==> config.mk <==
export PLATFORM = sky130hd
export DESIGN_NAME = uart_tx_arb
export DESIGN_NICKNAME = d
export VERILOG_FILES = /design/src/rtl/uart_tx_arb.sv
export SDC_FILE = /design/constraint.sdc
export NUM_CORES = 1
export LEC_CHECK = 0
export BUFFER_PORTS_ARGS = -buffer_cell sky130_fd_sc_hd__buf_2
export CAP_MARGIN = 20
export CORE_AREA = 4 4 64 66
export CTS_CLUSTER_DIAMETER = 40
export CTS_CLUSTER_SIZE = 20
export DETAILED_ROUTE_END_ITERATION = 16
export DIE_AREA = 0 0 68 70
export GPL_TIMING_DRIVEN = 0
export HOLD_SLACK_MARGIN = 0.02
export PLACE_DENSITY = 0.84
export SYNTH_ARGS = -nofsm -noshare
export SYNTH_HDL_FRONTEND = slang
export SYNTH_SLANG_ARGS = --single-unit
==> constraint.sdc <==
create_clock -name clk -period 3.4 [get_ports clk]
set_input_delay 0.85 -clock clk [delete_from_list [all_inputs] [get_ports clk]]
set_output_delay 0.85 -clock clk [all_outputs]
set_load 0.1 [all_outputs]
==> src/rtl/uart_tx_arb.sv <==
`default_nettype none
// ============================================================================
//  Module   : uart_tx_arb
//  Purpose  : Packet-level round-robin arbiter sharing one UART transmitter
//             byte interface between NUM_REQ byte-stream requesters. Each
//             grant can be prefixed with a channel-ID header {4'hA, id}.
//             A grant is forcibly released after MAX_PKT data bytes; the
//             rest of that packet then competes again as a new grant.
//  Ports    : clk, rst      - clock, synchronous active-high reset
//             req_vld/req_data/req_last/req_rdy - per-requester byte streams
//             tx_data/tx_vld/tx_rdy             - transmitter byte interface
//             grant         - registered one-hot grant, zero when idle
//             busy          - high while a grant is active (HDR or DATA)
//  Revision : 1.0 - initial release
// ============================================================================
module uart_tx_arb #(
    parameter int NUM_REQ = 4,
    parameter int HDR_EN  = 1,
    parameter int MAX_PKT = 64
) (
    input  logic                   clk,
    input  logic                   rst,
    input  logic [NUM_REQ-1:0]     req_vld,
    input  logic [8*NUM_REQ-1:0]   req_data,
    input  logic [NUM_REQ-1:0]     req_last,
    output logic [NUM_REQ-1:0]     req_rdy,
    output logic [7:0]             tx_data,
    output logic                   tx_vld,
    input  logic                   tx_rdy,
    output logic [NUM_REQ-1:0]     grant,
    output logic                   busy
);

    localparam logic [7:0]         c_max_pkt  = 8'(MAX_PKT);
    localparam logic [3:0]         c_last_idx = 4'(NUM_REQ - 1);
    localparam logic [4:0]         c_num_req  = 5'(NUM_REQ);
    localparam logic [NUM_REQ-1:0] c_one      = NUM_REQ'(1);

    typedef enum logic [1:0] {
        S_IDLE = 2'd0,
        S_HDR  = 2'd1,
        S_DATA = 2'd2
    } state_t;

    state_t             state_q, state_d;
    logic [NUM_REQ-1:0] grant_q, grant_d;
    logic [3:0]         id_q, id_d;
    logic [3:0]         ptr_q, ptr_d;
    logic [7:0]         byte_cnt_q, byte_cnt_d;

    logic               w_sel_vld;
    logic               w_sel_last;
    logic [7:0]         w_sel_data;
    logic               w_any;
    logic [3:0]         w_win;
    logic [4:0]         w_cand;
    logic [7:0]         w_cnt_inc;

    // Stream of the currently granted requester.
    always_comb begin
        w_sel_vld  = 1'b0;
        w_sel_last = 1'b0;
        w_sel_data = 8'h00;
        for (int i = 0; i < NUM_REQ; i++) begin
            if (id_q == 4'(i)) begin
                w_sel_vld  = req_vld[i];
                w_sel_last = req_last[i];
                w_sel_data = req_data[8*i +: 8];
            end
        end
    end

    // Round-robin search: candidates ptr, ptr+1, ... (mod NUM_REQ); the
    // first valid one wins. A 5-bit sum keeps the wrap exact up to 16.
    always_comb begin
        w_any  = 1'b0;
        w_win  = 4'd0;
        w_cand = 5'd0;
        for (int k = 0; k < NUM_REQ; k++) begin
            w_cand = {1'b0, ptr_q} + 5'(k);
            if (w_cand >= c_num_req) begin
                w_cand = w_cand - c_num_req;
            end
            for (int i = 0; i < NUM_REQ; i++) begin
                if (!w_any && (w_cand[3:0] == 4'(i)) && req_vld[i]) begin
                    w_any = 1'b1;
                    w_win = 4'(i);
                end
            end
        end
    end

    always_comb begin
        state_d    = state_q;
        grant_d    = grant_q;
        id_d       = id_q;
        ptr_d      = ptr_q;
        byte_cnt_d = byte_cnt_q;
        tx_vld     = 1'b0;
        tx_data    = 8'h00;
        req_rdy    = '0;
        w_cnt_inc  = byte_cnt_q + 8'd1;

        case (state_q)
            S_IDLE: begin
                if (w_any) begin
                    grant_d    = c_one << w_win;
                    id_d       = w_win;
                    ptr_d      = (w_win == c_last_idx) ? 4'd0 : w_win + 4'd1;
                    byte_cnt_d = 8'd0;
                    state_d    = (HDR_EN != 0) ? S_HDR : S_DATA;
                end
            end
            S_HDR: begin
                tx_vld  = 1'b1;
                tx_data = {4'hA, id_q};
                if (tx_rdy) begin
                    state_d = S_DATA;
                end
            end
            S_DATA: begin
                // Pass-through: the requester sees the transmitter's ready
                // directly, so an accept is a single combinational handshake.
                tx_vld  = w_sel_vld;
                tx_data = w_sel_data;
                req_rdy = grant_q & {NUM_REQ{tx_rdy}};
                if (w_sel_vld && tx_rdy) begin
                    byte_cnt_d = w_cnt_inc;
                    // End of packet and the byte limit coinciding is still a
                    // single release.
                    if (w_sel_last || (w_cnt_inc == c_max_pkt)) begin
                        state_d = S_IDLE;
                        grant_d = '0;
                    end
                end
            end
            default: begin
                state_d = S_IDLE;
                grant_d = '0;
            end
        endcase
    end

    always_ff @(posedge clk) begin
        if (rst) begin
            state_q    <= S_IDLE;
            grant_q    <= '0;
            id_q       <= 4'd0;
            ptr_q      <= 4'd0;
            byte_cnt_q <= 8'd0;
        end else begin
            state_q    <= state_d;
            grant_q    <= grant_d;
            id_q       <= id_d;
            ptr_q      <= ptr_d;
            byte_cnt_q <= byte_cnt_d;
        end
    end

    assign grant = grant_q;
    assign busy  = (state_q != S_IDLE);

endmodule
`default_nettype wire

* Word level (Yosys, flattened, before mapping)
Index checks and enable logic that the tools add are counted.
** Cells by class
- Reduce and logical (&&, ||, !) cells :: 60
- Multiply operators :: 0
- Divide/modulo/power cells :: 0
- Shifts and indexed selects :: 1
- Equality and inequality tests :: 23
- Magnitude comparators :: 4
- Multiplexer cells :: 63
- Bitwise gates (word level) :: 2
- Add/subtract/negate cells :: 9
** Operators with widths (count)
- 2-to-1 mux 4 bit :: 23
- 2-to-1 mux 8 bit :: 6
- equality test 4 x 2 -> 1 bit, second input constant :: 11
- logical AND 1 bit :: 32
- one-hot mux 8 bit (2 select lines) :: 2
- 2-to-1 mux 1 bit :: 25
- equality test 4 x 1 -> 1 bit, second input constant :: 5
- zero test 4 bit :: 5
- subtractor 4 x 3 -> 4 bit, second input constant :: 4
- >= comparator 5 x 3 -> 1 bit, second input constant :: 3
- zero test 1 bit :: 15
- one-hot mux 4 bit (3 select lines) :: 1
- adder 4 x 2 -> 5 bit, second input constant :: 2
- adder 8 x 1 -> 8 bit, second input constant :: 1
- equality test 8 x 7 -> 1 bit, second input constant :: 1
- 2-to-1 mux 2 bit :: 4
- != test 2 bit, second input constant :: 4
- AND reduction 4 bit :: 2
- one-hot mux 2 bit (3 select lines) :: 1
- adder 4 x 1 -> 5 bit, second input constant :: 1
- adder 4 x 1 -> 4 bit, second input constant :: 1
- bitwise AND 4 bit :: 1
- >= comparator 4 x 3 -> 1 bit, second input constant :: 1
- nonzero test 2 bit :: 2
- other kinds (9) :: 9
** Word-level totals
- Bits of input ports :: 43
- RAM bits :: 0
- Flip-flop bits (word level) :: 22
- Memory bits (read-only) :: 0
- Bits in latches :: 0
- Logic and storage cells :: 167
- Output and inout port bits :: 18
- Memories kept :: 0

* Longest topological paths before layout
- Depth after elaboration :: 68
- Depth in mapped cells :: 13

* Worst setup path before layout
Ideal clock, no wire load.
- Path type :: flip-flop to output port
- Start point :: register id_q[0]
- End point :: output tx_data[0]
- Setup slack :: -800 ps
- Buffers on the path :: 1
- Data arrival time :: 3350 ps
- Cell stages (with the launch flop) :: 6
- Path through :: dfxtp_1 > buf_1 > mux2i_1 > a21oi_1 > a21boi_0 > o21ai_0
** Between the ends
- Longest elaborated chain between the ends :: 6
- Elaborated cells between the ends (all ways) :: 9
** Ends and longest elaborated chain
- start, declared :: line 47 : logic [3:0] id_q, id_d;
- start signal, assigned :: line 154 : id_q <= id_d;
- zero test 4 bit :: line 65 : if (id_q == 4'(i)) begin
- 2-to-1 mux 8 bit (4 in series) :: line 65
- one-hot mux 8 bit (2 select lines) (*) :: line 104 : case (state_q)
- end, declared :: line 27 : output logic [7:0] tx_data,
Every way passes the cells marked *; elsewhere a longest branch is shown, timed or not.

* Worst setup path in the final report
- Start point :: register id_q[0]
- End point :: output tx_data[1]
** Between the ends
- Longest elaborated chain between the ends :: 6
- Elaborated cells between the ends (all ways) :: 9
** Ends and longest elaborated chain (line)
- zero test 4 bit :: 65
- 2-to-1 mux 8 bit (3 in series) :: 65
- 2-to-1 mux 8 bit (*) :: 65
- one-hot mux 8 bit (2 select lines) (*) :: 104
Marks and branches as above.

==> results_tabular.tex <==
\begin{tabular}{lr}
\hline
Metric & Value \\
\hline
\multicolumn{2}{l}{\textbf{Finish}} \\
\quad Top library cells by usage in the layout, fill and taps aside & 59 x buf\_2, 18 x nand2\_1, 18 x dfxtp\_1 \\
\quad \# fillers & 341 \\
\quad Combined area of the multi-input logic cells & 1270 sq um \\
\quad Sequential cell area & 360.3 sq um \\
\quad Antenna diode count & 0 \\
\quad Synthesis-to-layout area growth & 23.82\% \\
\quad Non-filler cells in the finished layout & 319 \\
\quad Final Net Count & 325 \\
\quad Ratio of cells with drive above 1 in the final layout & 32.47\% \\
\quad Commonest non-fill, non-tap cell in the layout & buf\_2 \\
\multicolumn{2}{l}{\textbf{Placement}} \\
\quad Number of input and output port buffers inserted & 58 \\
\quad Placed cells & 315 \\
\quad HPWL after detailed placement & 3.535 mm \\
\quad Weighted congestion at the end of routability-driven global placement & 0.8495 \\
\multicolumn{2}{l}{\textbf{Worst setup path}} \\
\quad Setup CP Type & reg2out \\
\quad Top fanout value on the critical path & 10 \\
\quad Critical-path top delay cell & buf\_1 \\
\quad Critical path cell sequence & buf\_1, mux2\_2, a21oi\_1, mux2i\_1, and2\_1, buf\_2 \\
\quad Count of cells along the worst register-to-register path & 11 \\
\quad Kind of cell adding the most delay to the critical path & buffers and inverters \\
\quad Biggest cell delay along the critical path & 0.55 ns \\
\quad Number of gates on the worst path with buffers counted & 6 \\
\quad Start of the worst register-to-register path & ptr\_q[1] \\
\quad Count of buffering cells on the critical path with inverters included & 2 \\
\quad Slack of the worst reg-to-reg path & 0.35 ns \\
\quad Kind of end point of the critical path & output pin \\
\quad Critical Path Start & id\_q[0] \\
\quad Worst path required time & 2.55 ns \\
\quad Category of the worst setup path launch point & flip-flop \\
\quad Last element of the critical path & tx\_data[1] \\
\quad WP data arrival & 2.38 ns \\
\quad Capture instance of the worst register-to-register path & ptr\_q[1] \\
\multicolumn{2}{l}{\textbf{Pwr}} \\
\quad Pleak & 0.9401 nW \\
\quad Final Total Pwr & 0.001441 W \\
\quad Maximum VDD drop & 0.2967 mV \\
\quad Power density relative to cell area & 685.9 nW/um\^{}2 \\
\multicolumn{2}{l}{\textbf{Floorplanning}} \\
\quad Die Footprint & 4760 sq um \\
\quad Die Span X & 68 microns \\
\quad Starting utilization of the core area & 47.41\% \\
\quad Die span in y & 70 microns \\
\quad Area of the placeable core & 3578 sq um \\
\quad FP Rows & 22 \\
\quad Num ports & 61 \\
\multicolumn{2}{l}{\textbf{Synthesis}} \\
\quad Post-synthesis cell type count & 52 \\
\quad Predominant post-synthesis flop cell & dfxtp\_1 \\
\quad Post-synth ARST share & 0\% \\
\quad Synth Warn \# & 0 \\
\quad Post-synthesis average cell area & 8.236 sq um \\
\quad Number of enable-type register cells in the synthesized netlist & 0 \\
\quad Total of flip-flops plus latches after synthesis & 18 \\
\quad Post-synthesis sequential area ratio & 21.24\% \\
\quad Cell count after synthesis & 206 \\
\quad Summed instance area of the synthesized netlist & 1697 sq um \\
\multicolumn{2}{l}{\textbf{STA}} \\
\quad Share of the clock period used by the worst path after layout & 95.02\% \\
\quad Count of pins over their slew limit & 0 \\
\quad Unrepaired setup endpoints after global routing & no \\
\quad Relative max-transition margin & 54.10\% \\
\quad Final setup vio count & 0 \\
\quad Final Skew & 0.008174 ns \\
\quad Setup\_tns & 0 ns \\
\quad Final Hold Vio Count & 0 \\
\quad Transition time at the pin with the least slew margin & 0.6885 ns \\
\quad Maximum achievable frequency & 0.3095 GHz \\
\quad Shortest clock period the worst path allows after layout & 3.231 ns \\
\multicolumn{2}{l}{\textbf{Hold path}} \\
\quad Worst hold path class & reg2reg \\
\quad Cell depth of the worst min-delay path & 2 \\
\multicolumn{2}{l}{\textbf{Clocking}} \\
\quad Reg clk slew, reported paths & 0.11 ns \\
\quad Clock latency of the later-clocked register in the worst-skew pair & 0.29 ns \\
\quad Buffer levels on the longest clock path & 2 \\
\quad Number of buffers inserted by hold repair at cts & 0 \\
\quad Setup fix buffers added after clock tree synthesis & 0 \\
\quad CTS tree & built \\
\quad Maximum level of the CTS H-tree & 1 \\
\quad Sink Count & 18 \\
\quad Clock root cell & clkbuf\_4 \\
\quad Number of buffers added by the clock tree synthesis step & 3 \\
\multicolumn{2}{l}{\textbf{Outcome}} \\
\quad Status & finished, final reports clean \\
\multicolumn{2}{l}{\textbf{GRT}} \\
\quad First-pass GRT wire length & 7.031 mm \\
\quad Pin count of the biggest net entering global routing & 11 \\
\quad Total gr overflow & 0 \\
\quad Number of antenna violations at the first check in global routing & 0 \\
\quad Vias in the first global route & 1627 \\
\quad Aggregate global-route resource usage & 18.29\% \\
\multicolumn{2}{l}{\textbf{Drt}} \\
\quad Number of antenna-violating nets in the routed design & 0 \\
\quad Routed wire length per instance & 13.63 microns \\
\quad Detailed-route via count & 1746 \\
\quad First-iteration detailed-routing DRC count & 103 \\
\quad DR DRC count & 0 \\
\quad Drt pass-1 iters & 4 \\
\quad Detail-routed via count per cell & 5.473 \\
\quad Final wirelength & 4.348 mm \\
\multicolumn{2}{l}{\textbf{Job}} \\
\quad Maximum Capacitance Violations & 0 \\
\hline
\end{tabular}
## state kept, by name, summed over array words and instances, names as in the netlist
signal and cells:
ptr_q 2, byte_cnt_q 8, state_q 2, id_q 2
grant 4
## worst min path at each step
| stage | startpoint | endpoint | slack (ns) |
|---|---|---|---|
| 2_1_floorplan | byte_cnt_q[7] | byte_cnt_q[7] | 0.45 |
| 3_3_place_gp | byte_cnt_q[7] | byte_cnt_q[7] | 0.46 |
| 3_5_place_dp | grant[1] | grant[1] | 0.47 |
| 4_1_cts | grant[1] | grant[1] | 0.50 |
| 5_1_grt | byte_cnt_q[7] | byte_cnt_q[7] | 0.53 |
| 6_report | grant[1] | grant[1] | 0.49 |
## stage by stage
step	hold WS [ns]	utilization, %	setup slack (ns)	instance area [sq um]
floorplan	0.4475	-	0.04680	1712
global placement	0.4639	57.62	0.4467	2062
detailed placement	0.4735	57.62	0.3820	2062
CTS	0.4970	58.64	0.1435	2098
global route	0.5252	58.71	0.005917	2101
finish	0.4935	58.71	0.1693	2101
## power by group
part           internal [W]  switching [W]
Clock             0.0000652      0.0000669
Sequential         0.000251      0.0000351
Combinational      0.000335       0.000687
## final cells by class
| type | count | share of cell area (%) |
|---|---|---|
| well taps | 48 | 2.859 |
| clock buffers | 4 | 1.727 |
| plain buffers | 8 | 1.549 |
| repair buffers | 58 | 13.94 |
| flip-flops and latches | 18 | 17.15 |
| inverters | 13 | 2.323 |
| multi-input cells | 170 | 60.45 |
## synth_stat cells, types with 2 or more instances
master / number / area (sq um)
o21ai_1: 2 / 10.01
and3_1: 5 / 31.28
nand2_1: 18 / 67.56
clkbuf_1: 5 / 18.77
nor2_1: 14 / 52.55
mux2_2: 3 / 33.78
mux4_2: 8 / 180.2
a32oi_1: 2 / 17.52
a31oi_1: 2 / 12.51
nor4_1: 3 / 18.77
ha_1: 10 / 125.1
a21boi_0: 2 / 15.01
a31o_2: 2 / 17.52
nand2b_1: 10 / 62.56
o31ai_1: 4 / 30.03
or2_2: 3 / 18.77
nor2b_1: 5 / 31.28
mux2i_1: 7 / 70.07
o21ai_0: 15 / 75.07
nand3_1: 10 / 50.05
a21o_1: 2 / 15.01
inv_1: 13 / 48.80
nor3_1: 3 / 15.01
nand4_1: 2 / 12.51
dfxtp_1: 18 / 360.4
buf_2: 2 / 10.01
a21oi_1: 11 / 55.05
## cell families after synthesis
family | after synthesis | share of synthesized area (%)
other | 1 | 0.2210
flip-flops | 18 | 21.24
AO/OA/AOI/OAI | 55 | 22.94
AND/OR/NAND/NOR | 83 | 26.70
buffers and inverters | 21 | 4.794
adder cells (fa/ha/maj) | 10 | 7.375
multiplexers | 18 | 16.74
## metal layers
| metal | global-route usage [%] | part of all wire, % |
|---|---|---|
| met3 | 1.125 | 2.8 |
| met2 | 30.51 | 53 |
| met4 | 5.298 | 1.0 |
| met5 | 0 | 0 |
| met1 | 24.80 | 44 |
## worst reg2reg max path, stage by stage (launching register included)
cell and delay, ns:
dfxtp_1 0.45, clkbuf_1 0.36, or2_2 0.20, inv_1 0.04, ha_1 0.21, or2_2 0.31, a311oi_1 0.34, a32oi_1 0.14
o21ai_0 0.37, ha_1 0.31, mux2i_1 0.14, nor2_1 0.06
## repair_timing
action,4_1_cts,5_1_grt
setup endpoints to repair,0,1
hold endpoints to repair,0,0
gates resized for setup,0,1
Power figures use the tool's default switching activity.
